**src/rtl/mm_load_ctrl.sv**
```systemverilog
// mm_load_ctrl: serial matrix loader and SRAM write sequencer.
// Captures matrix indices and launches the MAC core via start/done.
module mm_load_ctrl #(
  parameter int DATA_W = 16,
  parameter int ADDR_W = 10
) (
  input  logic              clk,
  input  logic              rst_n,
  input  logic              in_valid,
  input  logic              matrix,
  input  logic [1:0]        matrix_size,
  input  logic              in_valid2,
  input  logic              i_mat_idx,
  input  logic              w_mat_idx,
  input  logic              done,
  output logic              sram_we,
  output logic              sram_sel,
  output logic [ADDR_W-1:0] sram_addr,
  output logic [DATA_W-1:0] sram_wdata,
  output logic [1:0]        size_r,
  output logic [ADDR_W-1:0] i_base,
  output logic [ADDR_W-1:0] w_base,
  output logic              start,
  output logic              busy
);

  localparam int BW = $clog2(DATA_W);

  typedef enum logic [2:0] {
    S_IDLE, S_LOAD_X, S_LOAD_W, S_READY,
    S_IDX, S_START, S_BUSY
  } state_e;

  state_e            state_q, state_d;
  logic [BW-1:0]     bit_q, bit_d;
  logic [ADDR_W-1:0] word_q, word_d;
  logic [DATA_W-1:0] sh_q, sh_d, sh_nx;
  logic [3:0]        ix_q, ix_d, wx_q, wx_d;
  logic [1:0]        icnt_q, icnt_d;
  logic              we_q, we_d, sel_q, sel_d;
  logic [ADDR_W-1:0] addr_q, addr_d;
  logic [DATA_W-1:0] wdat_q, wdat_d;
  logic [1:0]        size_q, size_d;
  logic [ADDR_W-1:0] ib_q, ib_d, wb_q, wb_d;
  logic              start_q, start_d;
  logic [2:0]        shamt;
  logic [ADDR_W-1:0] last_w;

  // log2(NN) and last word index of one bank (16*NN-1)
  always_comb begin
    unique case (size_q)
      2'd0:    shamt = 3'd2;
      2'd1:    shamt = 3'd4;
      default: shamt = 3'd6;
    endcase
    last_w = (ADDR_W'(16) << shamt) - ADDR_W'(1);
    sh_nx  = {sh_q[DATA_W-2:0], matrix};
  end

  // next-state, counters and registered outputs
  always_comb begin
    state_d = state_q;
    bit_d   = bit_q;
    word_d  = word_q;
    sh_d    = sh_q;
    ix_d    = ix_q;
    wx_d    = wx_q;
    icnt_d  = icnt_q;
    we_d    = 1'b0;
    sel_d   = sel_q;
    addr_d  = addr_q;
    wdat_d  = wdat_q;
    size_d  = size_q;
    ib_d    = ib_q;
    wb_d    = wb_q;
    start_d = 1'b0;
    unique case (state_q)
      S_IDLE, S_READY: begin
        if (in_valid) begin
          state_d = S_LOAD_X;
          size_d  = matrix_size;
          sh_d    = {{(DATA_W-1){1'b0}}, matrix};
          bit_d   = BW'(1);
          word_d  = '0;
        end else if (state_q == S_READY && in_valid2) begin
          state_d = S_IDX;
          ix_d    = {3'b000, i_mat_idx};
          wx_d    = {3'b000, w_mat_idx};
          icnt_d  = 2'd1;
        end
      end
      S_LOAD_X, S_LOAD_W: begin
        if (!in_valid) begin
          state_d = S_IDLE;
          bit_d   = '0;
          word_d  = '0;
        end else begin
          sh_d  = sh_nx;
          bit_d = bit_q + BW'(1);
          if (bit_q == BW'(DATA_W-1)) begin
            bit_d  = '0;
            we_d   = 1'b1;
            sel_d  = (state_q == S_LOAD_W);
            addr_d = word_q;
            wdat_d = sh_nx;
            word_d = word_q + ADDR_W'(1);
            if (word_q == last_w) begin
              word_d  = '0;
              state_d = (state_q == S_LOAD_X) ? S_LOAD_W : S_READY;
            end
          end
        end
      end
      S_IDX: begin
        if (in_valid2) begin
          ix_d   = {ix_q[2:0], i_mat_idx};
          wx_d   = {wx_q[2:0], w_mat_idx};
          icnt_d = icnt_q + 2'd1;
          if (icnt_q == 2'd3) state_d = S_START;
        end
      end
      S_START: begin
        ib_d    = ADDR_W'(ix_q) << shamt;
        wb_d    = ADDR_W'(wx_q) << shamt;
        start_d = 1'b1;
        state_d = S_BUSY;
      end
      S_BUSY: begin
        if (done) state_d = S_READY;
      end
      default: state_d = S_IDLE;
    endcase
  end

  // state and output registers
  always_ff @(posedge clk or negedge rst_n) begin
    if (!rst_n) begin
      state_q <= S_IDLE;
      bit_q   <= '0;
      word_q  <= '0;
      sh_q    <= '0;
      ix_q    <= '0;
      wx_q    <= '0;
      icnt_q  <= '0;
      we_q    <= 1'b0;
      sel_q   <= 1'b0;
      addr_q  <= '0;
      wdat_q  <= '0;
      size_q  <= '0;
      ib_q    <= '0;
      wb_q    <= '0;
      start_q <= 1'b0;
    end else begin
      state_q <= state_d;
      bit_q   <= bit_d;
      word_q  <= word_d;
      sh_q    <= sh_d;
      ix_q    <= ix_d;
      wx_q    <= wx_d;
      icnt_q  <= icnt_d;
      we_q    <= we_d;
      sel_q   <= sel_d;
      addr_q  <= addr_d;
      wdat_q  <= wdat_d;
      size_q  <= size_d;
      ib_q    <= ib_d;
      wb_q    <= wb_d;
      start_q <= start_d;
    end
  end

  assign sram_we    = we_q;
  assign sram_sel   = sel_q;
  assign sram_addr  = addr_q;
  assign sram_wdata = wdat_q;
  assign size_r     = size_q;
  assign i_base     = ib_q;
  assign w_base     = wb_q;
  assign start      = start_q;
  assign busy       = (state_q == S_BUSY);

endmodule
```
**config.mk**
```make
export PLATFORM = sky130hd
export DESIGN_NAME = mm_load_ctrl
export DESIGN_NICKNAME = d
export VERILOG_FILES = /design/src/rtl/mm_load_ctrl.sv
export SDC_FILE = /design/constraint.sdc
export NUM_CORES = 1
export LEC_CHECK = 0
export ABC_CLOCK_PERIOD_IN_PS = 5200
export BUFFER_PORTS_ARGS = -buffer_cell sky130_fd_sc_hd__clkbuf_2
export CORE_MARGIN = 5
export CORE_UTILIZATION = 60
export DETAILED_ROUTE_END_ITERATION = 10
export GPL_TIMING_DRIVEN = 1
export PLACE_DENSITY = 0.89
export SYNTH_ARGS = -nofsm -noshare
export SYNTH_HDL_FRONTEND = slang
export SYNTH_SLANG_ARGS = --single-unit
```
**constraint.sdc**
```tcl
create_clock -name clk -period 5.2 [get_ports clk]
set_input_delay 0.52 -clock clk [delete_from_list [all_inputs] [get_ports clk]]
set_output_delay 0.52 -clock clk [all_outputs]
set_load 0.01 [all_outputs]
```
# Word level (Yosys, flattened, before mapping)
# Cells that the tools add are included.
[word_totals]
regBits = 93
in_bits = 10
[op_classes]
n_addsub = 4
n_eq_ne = 20
shift = 3
n_mux = 39
reduce_logical = 14
[op_table]
columns = ["operator", "count"]
rows = [
  ["10-bit 2-to-1 mux", 4],
  ["4-bit 2-to-1 mux", 9],
  ["15-bit 2-to-1 mux", 2],
  ["15-bit case mux with 2 select lines", 1],
  ["3-bit 2-to-1 mux", 8],
  ["4-bit case mux with 2 select lines", 3],
  ["10-bit case mux with 2 select lines", 1],
  ["4-bit by 3-bit << shifter with 10-bit output", 2],
  ["3-bit case mux with 5 select lines", 1],
  ["2-bit != test (second input constant)", 7],
  ["10-bit by 1-bit adder with 10-bit output (second input constant)", 1],
  ["10-bit equality test", 1],
  ["5-bit by 3-bit << shifter with 10-bit output (first input constant)", 1],
  ["10-bit by 2-bit subtractor with 10-bit output (second input constant)", 1],
  ["3-bit equality test (second input constant)", 3],
  ["3-bit != test (second input constant)", 3],
  ["3-bit AND reduction", 3],
  ["3-bit by 2-bit equality test with 1-bit output (second input constant)", 2],
  ["2-bit 2-to-1 mux", 3],
  ["3-bit case mux with 2 select lines", 1],
  ["6-bit AND reduction", 1],
  ["1-bit 2-to-1 mux", 5],
  ["4-bit by 1-bit adder with 4-bit output (second input constant)", 1],
  ["4-bit equality test (second input constant)", 1],
  ["other kinds (12)", 15],
]

# Longest topological paths before layout
[logic_depth]
ltp_word = 9
mapped_depth = 7
depth_no_buf = 6

# Worst setup path before layout
# Ideal clock, no wire load.
[synth_timing]
kind = "register to register"
from = "reg size_q[1] (netlist: size_r[1])"
to = "reg state_q[0]"
t_arrival_ps = 1703
required_ps = 5075
slack_ps = 3372
stages_incl_launch_ff = 7
n_path_buf = 1
period_less_slack_ps = 1828
cell_sequence = "dfrtp_1 buf_2 nor2_1 mux2_2 a31oi_2 nor2_1 mux2_2"
[synth_via]
elab_chain_cells = 7
elab_cells_between_ends = 8
[synth_lines]
columns = ["element", "line_no", "rtl"]
rows = [
  ["from (decl)", "43", "logic [1:0] size_q, size_d;"],
  ["from (signal assigned)", "165", "size_q <= size_d;"],
  ["2-bit by 1-bit equality test with 1-bit output / 2-bit logical NOT (equally long branches)", "51", "unique case (size_q)"],
  ["3-bit case mux with 2 select lines *", "51", ""],
  ["5-bit by 3-bit << shifter with 10-bit output *", "56", "last_w = (ADDR_W'(16) << shamt) - ADDR_W'(1);"],
  ["10-bit by 2-bit subtractor with 10-bit output *", "56", ""],
  ["10-bit equality test *", "107", "if (word_q == last_w) begin"],
  ["3-bit != test (no line) *", "-", ""],
  ["6-bit AND reduction (no line) *", "-", ""],
  ["to (signal assigned)", "154", "state_q <= state_d;"],
  ["to (decl)", "34", "state_e state_q, state_d;"],
]
# Every way passes the cells marked *; elsewhere a longest branch is shown, timed or not.
# A chain may end at the register's enable or synchronous reset.

# Worst setup path in the final report
[layout_timing]
from = "reg state_q[2]"
to = "reg word_q[4]"
[layout_via]
elab_chain_cells = 4
elab_cells_between_ends = 11
[layout_lines]
columns = ["element", "line_no", "rtl"]
rows = [
  ["3-bit by 2-bit equality test with 1-bit output, or another cell as far along", "77", "unique case (state_q)"],
  ["2-bit OR reduction", "77", ""],
  ["3-bit != test (no line), or another cell as far along", "-", ""],
  ["3-bit AND reduction (no line)", "-", ""],
  ["to (signal assigned)", "156", "word_q <= word_d;"],
  ["to (decl)", "36", "logic [ADDR_W-1:0] word_q, word_d;"],
]
# Several ways; a longest one is shown, not always the timed one.

==> run metrics <==
status=finished, final reports clean; htree depth=3; clock root buffer=clkbuf_8; max-cap check violation count=0; Crit Path Category=flip-flop to flip-flop; synth unique cells=45; slew margin rel.=36.1%; Clk pwr share=approximately a fifth; I/O pin total=62; r2r worst-path depth=4; # resized after CTS=0; Slew @ Worst Pin=~0.96 ns; CTS tree=built; final number of setup-violating endpoints=0; number of clock sinks=93; nets=395; initial antenna violation count=0; DIE AREA=8270 µm²; DRT Wirelength=approximately 7600 µm; post-synthesis net count=roughly 340; combinational power share=29.8%; Storage cell area=2330 µm²; sequential share of the synthesized area=59.2%; ant diodes=0; fin crit share=44.9%; routability cong.=approximately 0.83; worst min-delay path class=input port to asynchronous set/reset pin; WL/cell=roughly 16 µm; CP arrival=2.61 ns; worst vdd ir=0.289 mV; Mapped Cells=324; Placed Area=4260 µm²; slowest cell delay on critical path=0.74 ns; Sw Share=approximately 38%; CTS max path bufs=2; Ys Warns=0; CORE AREA=6350 µm²; Mapped Area=around 3900 µm²; DR DRC count=0; Setup Fix Bufs, Post-CTS=0; Clock Skew=between 0.009 and 0.01 ns; design area=4430 µm²; largest net degree at the start of global routing=49; Pre-antenna DRT Iters=4; Vias/cell=between 5 and 6; Leak Pwr=2.24 nW; f_max=429 MHz; Port Buffers=61; crit start category=flip-flop; DP Wirelength=5230 µm; synthesized flop and latch total=93; CP Data Required Time=5.47 ns; vias=2,672; Fin Setup TNS=0 ns; starting DRC count in detailed routing=178; Final WS setup=2.87 ns; # hold bufs at CTS=0; Fin. Hold Viols=0; crit path max-delay cell type=nor2_2; first-pass GRT wire length=roughly 13,000 µm; worst-path fanout max=18; R2R Setup Slk=2.87 ns; Multi-input gate area=~1500 µm²; clk_lat worst skew=roughly 0.35 ns; Die Y=90.9 µm; Initial Utilization=~62%; remaining global-route overflow=0; Std-Cell Rows=29; hold slack=approximately 0.14 ns; remaining antenna violation count=0; cells along the critical path=nand2b_1 -> nor2_2 -> a21oi_2 -> nor2_1; RSZ-0062 raised after global routing=false; vias in the first global route=2,705; All-Layer GR Usage=approximately a fifth; Tmin final=2.33 ns; share of power burned in registers=between 40% and 50%; Synth Area per Inst=approximately 12 µm²; layout cell share with drive strength beyond 1=30.2%; dpl ws=2.88 ns; Syn-to-layout area delta=12.9%; clock-pin slew on the worst setup and hold paths=0.09 ns; reg2reg end=word_q[4]; RR Startpoint=state_q[2]; fill count=448; Sw Pwr=0.778 mW; TritonCTS buffer count=9; Int Pwr=1.29 mW; CP endpoint kind=flip-flop; Max Slew Vio Count=0; chip width=90.9 µm; Pwr Density=approximately 470 nW/µm²
cells in the mapped netlist:
cell type / instances / share of area (%)
dfrtp_1: 93 / 59
nand2_1: 43 / 4.1
mux2_2: 28 / 8.0
a22o_1: 22 / 4.9
nor2_1: 17 / 1.6
o21ai_0: 17 / 2.2
nand3_1: 11 / 1.4
clkbuf_1: 7 / 0.67
xor2_1: 7 / 1.6
a21oi_1: 5 / 0.64
and2_1: 5 / 0.80
mux2_1: 5 / 1.4
mux2i_1: 5 / 1.3
o31ai_1: 5 / 0.96
a22oi_1: 4 / 0.76
and3_1: 4 / 0.64
buf_4: 4 / 0.76
inv_1: 4 / 0.38
nand4_1: 4 / 0.64
buf_2: 3 / 0.38
ha_1: 3 / 0.96
a21oi_2: 2 / 0.45
nand2b_1: 2 / 0.32
nor4b_2: 2 / 0.76
or3_1: 2 / 0.32
a211o_1: 1 / 0.22
a21o_1: 1 / 0.19
a31oi_2: 1 / 0.32
and2b_1: 1 / 0.19
and4_1: 1 / 0.22
buf_6: 1 / 0.29
nor2_2: 1 / 0.16
nor2_4: 1 / 0.29
nor2b_1: 1 / 0.16
nor3_1: 1 / 0.13
o2111ai_1: 1 / 0.22
o21a_1: 1 / 0.19
o311ai_2: 1 / 0.41
o32a_1: 1 / 0.25
or2_1: 1 / 0.16
or2_2: 1 / 0.16
or3b_1: 1 / 0.22
xnor2_1: 1 / 0.22
xnor2_2: 1 / 0.41
xor2_2: 1 / 0.41
critical path: cells and delay by family, from the launching register on:
family	cells	cell delay, ns
simple gates	3	1.45
flops	1	0.55
compound gates	1	0.25
per-stage QoR:
stage | cells | util, % | power (mW)
after floorplan | 324 | - | 1.47
after global placement | 448 | 67.1 | 1.61
after detailed placement | 448 | 67.1 | 1.65
after CTS | 464 | 69.8 | 2.08
after global routing | 464 | 69.8 | 2.21
final | 464 | 69.8 | 2.07
cell families after synthesis:
group | synth area share, %
mux | 10.7
xor+xnor | 2.61
flops | 59.2
simple gates | 12.3
compound gates | 11.7
fa+ha+maj | 0.956
buf+inv | 2.48
worst max-delay path by stage:
stage,to,slack [ns],cells past startpoint,start
after floorplan,state_q[0],3.37,6,size_r[1]
after global placement,word_q[0],2.92,6,in_valid
after detailed placement,word_q[1],2.88,6,in_valid
after CTS,word_q[0],2.88,5,state_q[2]
after global routing,word_q[0],2.61,5,state_q[2]
final,word_q[4],2.87,4,state_q[2]
layout by cell type, fill, tap and decap left out, drive strengths merged:
master    instances
xnor2             2
clkbuf           70
o2111ai           1
nor2             19
inv               4
a211o             1
nand4             4
a21o              1
and4              1
nor4b             2
a31oi             1
a22o             22
o21ai            17
or3               2
mux2             33
a21oi             7
o311ai            1
o21a              1
nor2b             1
o31ai             5
clkinvlp          2
buf               2
or3b              1
and2              5
a22oi             4
nand2b            2
ha                3
o32a              1
dfrtp            93
or2               2
nand3            11
clkinv            4
xor2              8
nand2            43
and2b             1
mux2i             5
nor3              1
and3              4
sequential cells by signal (all words and copies together) (netlist names):
register	count
sram_sel	1
word_q	10
state_q	3
size_r	2
i_base	10
sram_we	1
icnt_q	2
wx_q	4
ix_q	4
sh_q	15
sram_addr	10
sram_wdata	16
bit_q	4
start	1
w_base	10
metal layers:
metal	vias up	wire length [µm]	GRT usage [%]
met5	-	0	0
met4	0	153	7.95
met3	14	341	3.83
met2	59	3740	30.9
met1	1342	3360	26.1
li1	1257	-	-
power groups by stage:
stage          Sequential, mW  Clock (mW)  Combinational [mW]
2_1_floorplan           0.977           0               0.492
3_3_place_gp             1.02           0               0.591
3_5_place_dp             1.03           0               0.616
4_1_cts                  1.02       0.443               0.624
5_1_grt                  1.04       0.476               0.694
6_report                 1.02       0.437               0.617
final cells by class:
cell class	instances	area share, %
flip-flops and latches	93	52.5
clock buffers	10	3.10
clock inverters	6	0.875
multi-input cells	212	33.9
repair buffers	62	7.11
inverters	4	0.339
well taps	77	2.17
Power figures use the tool's default switching activity.
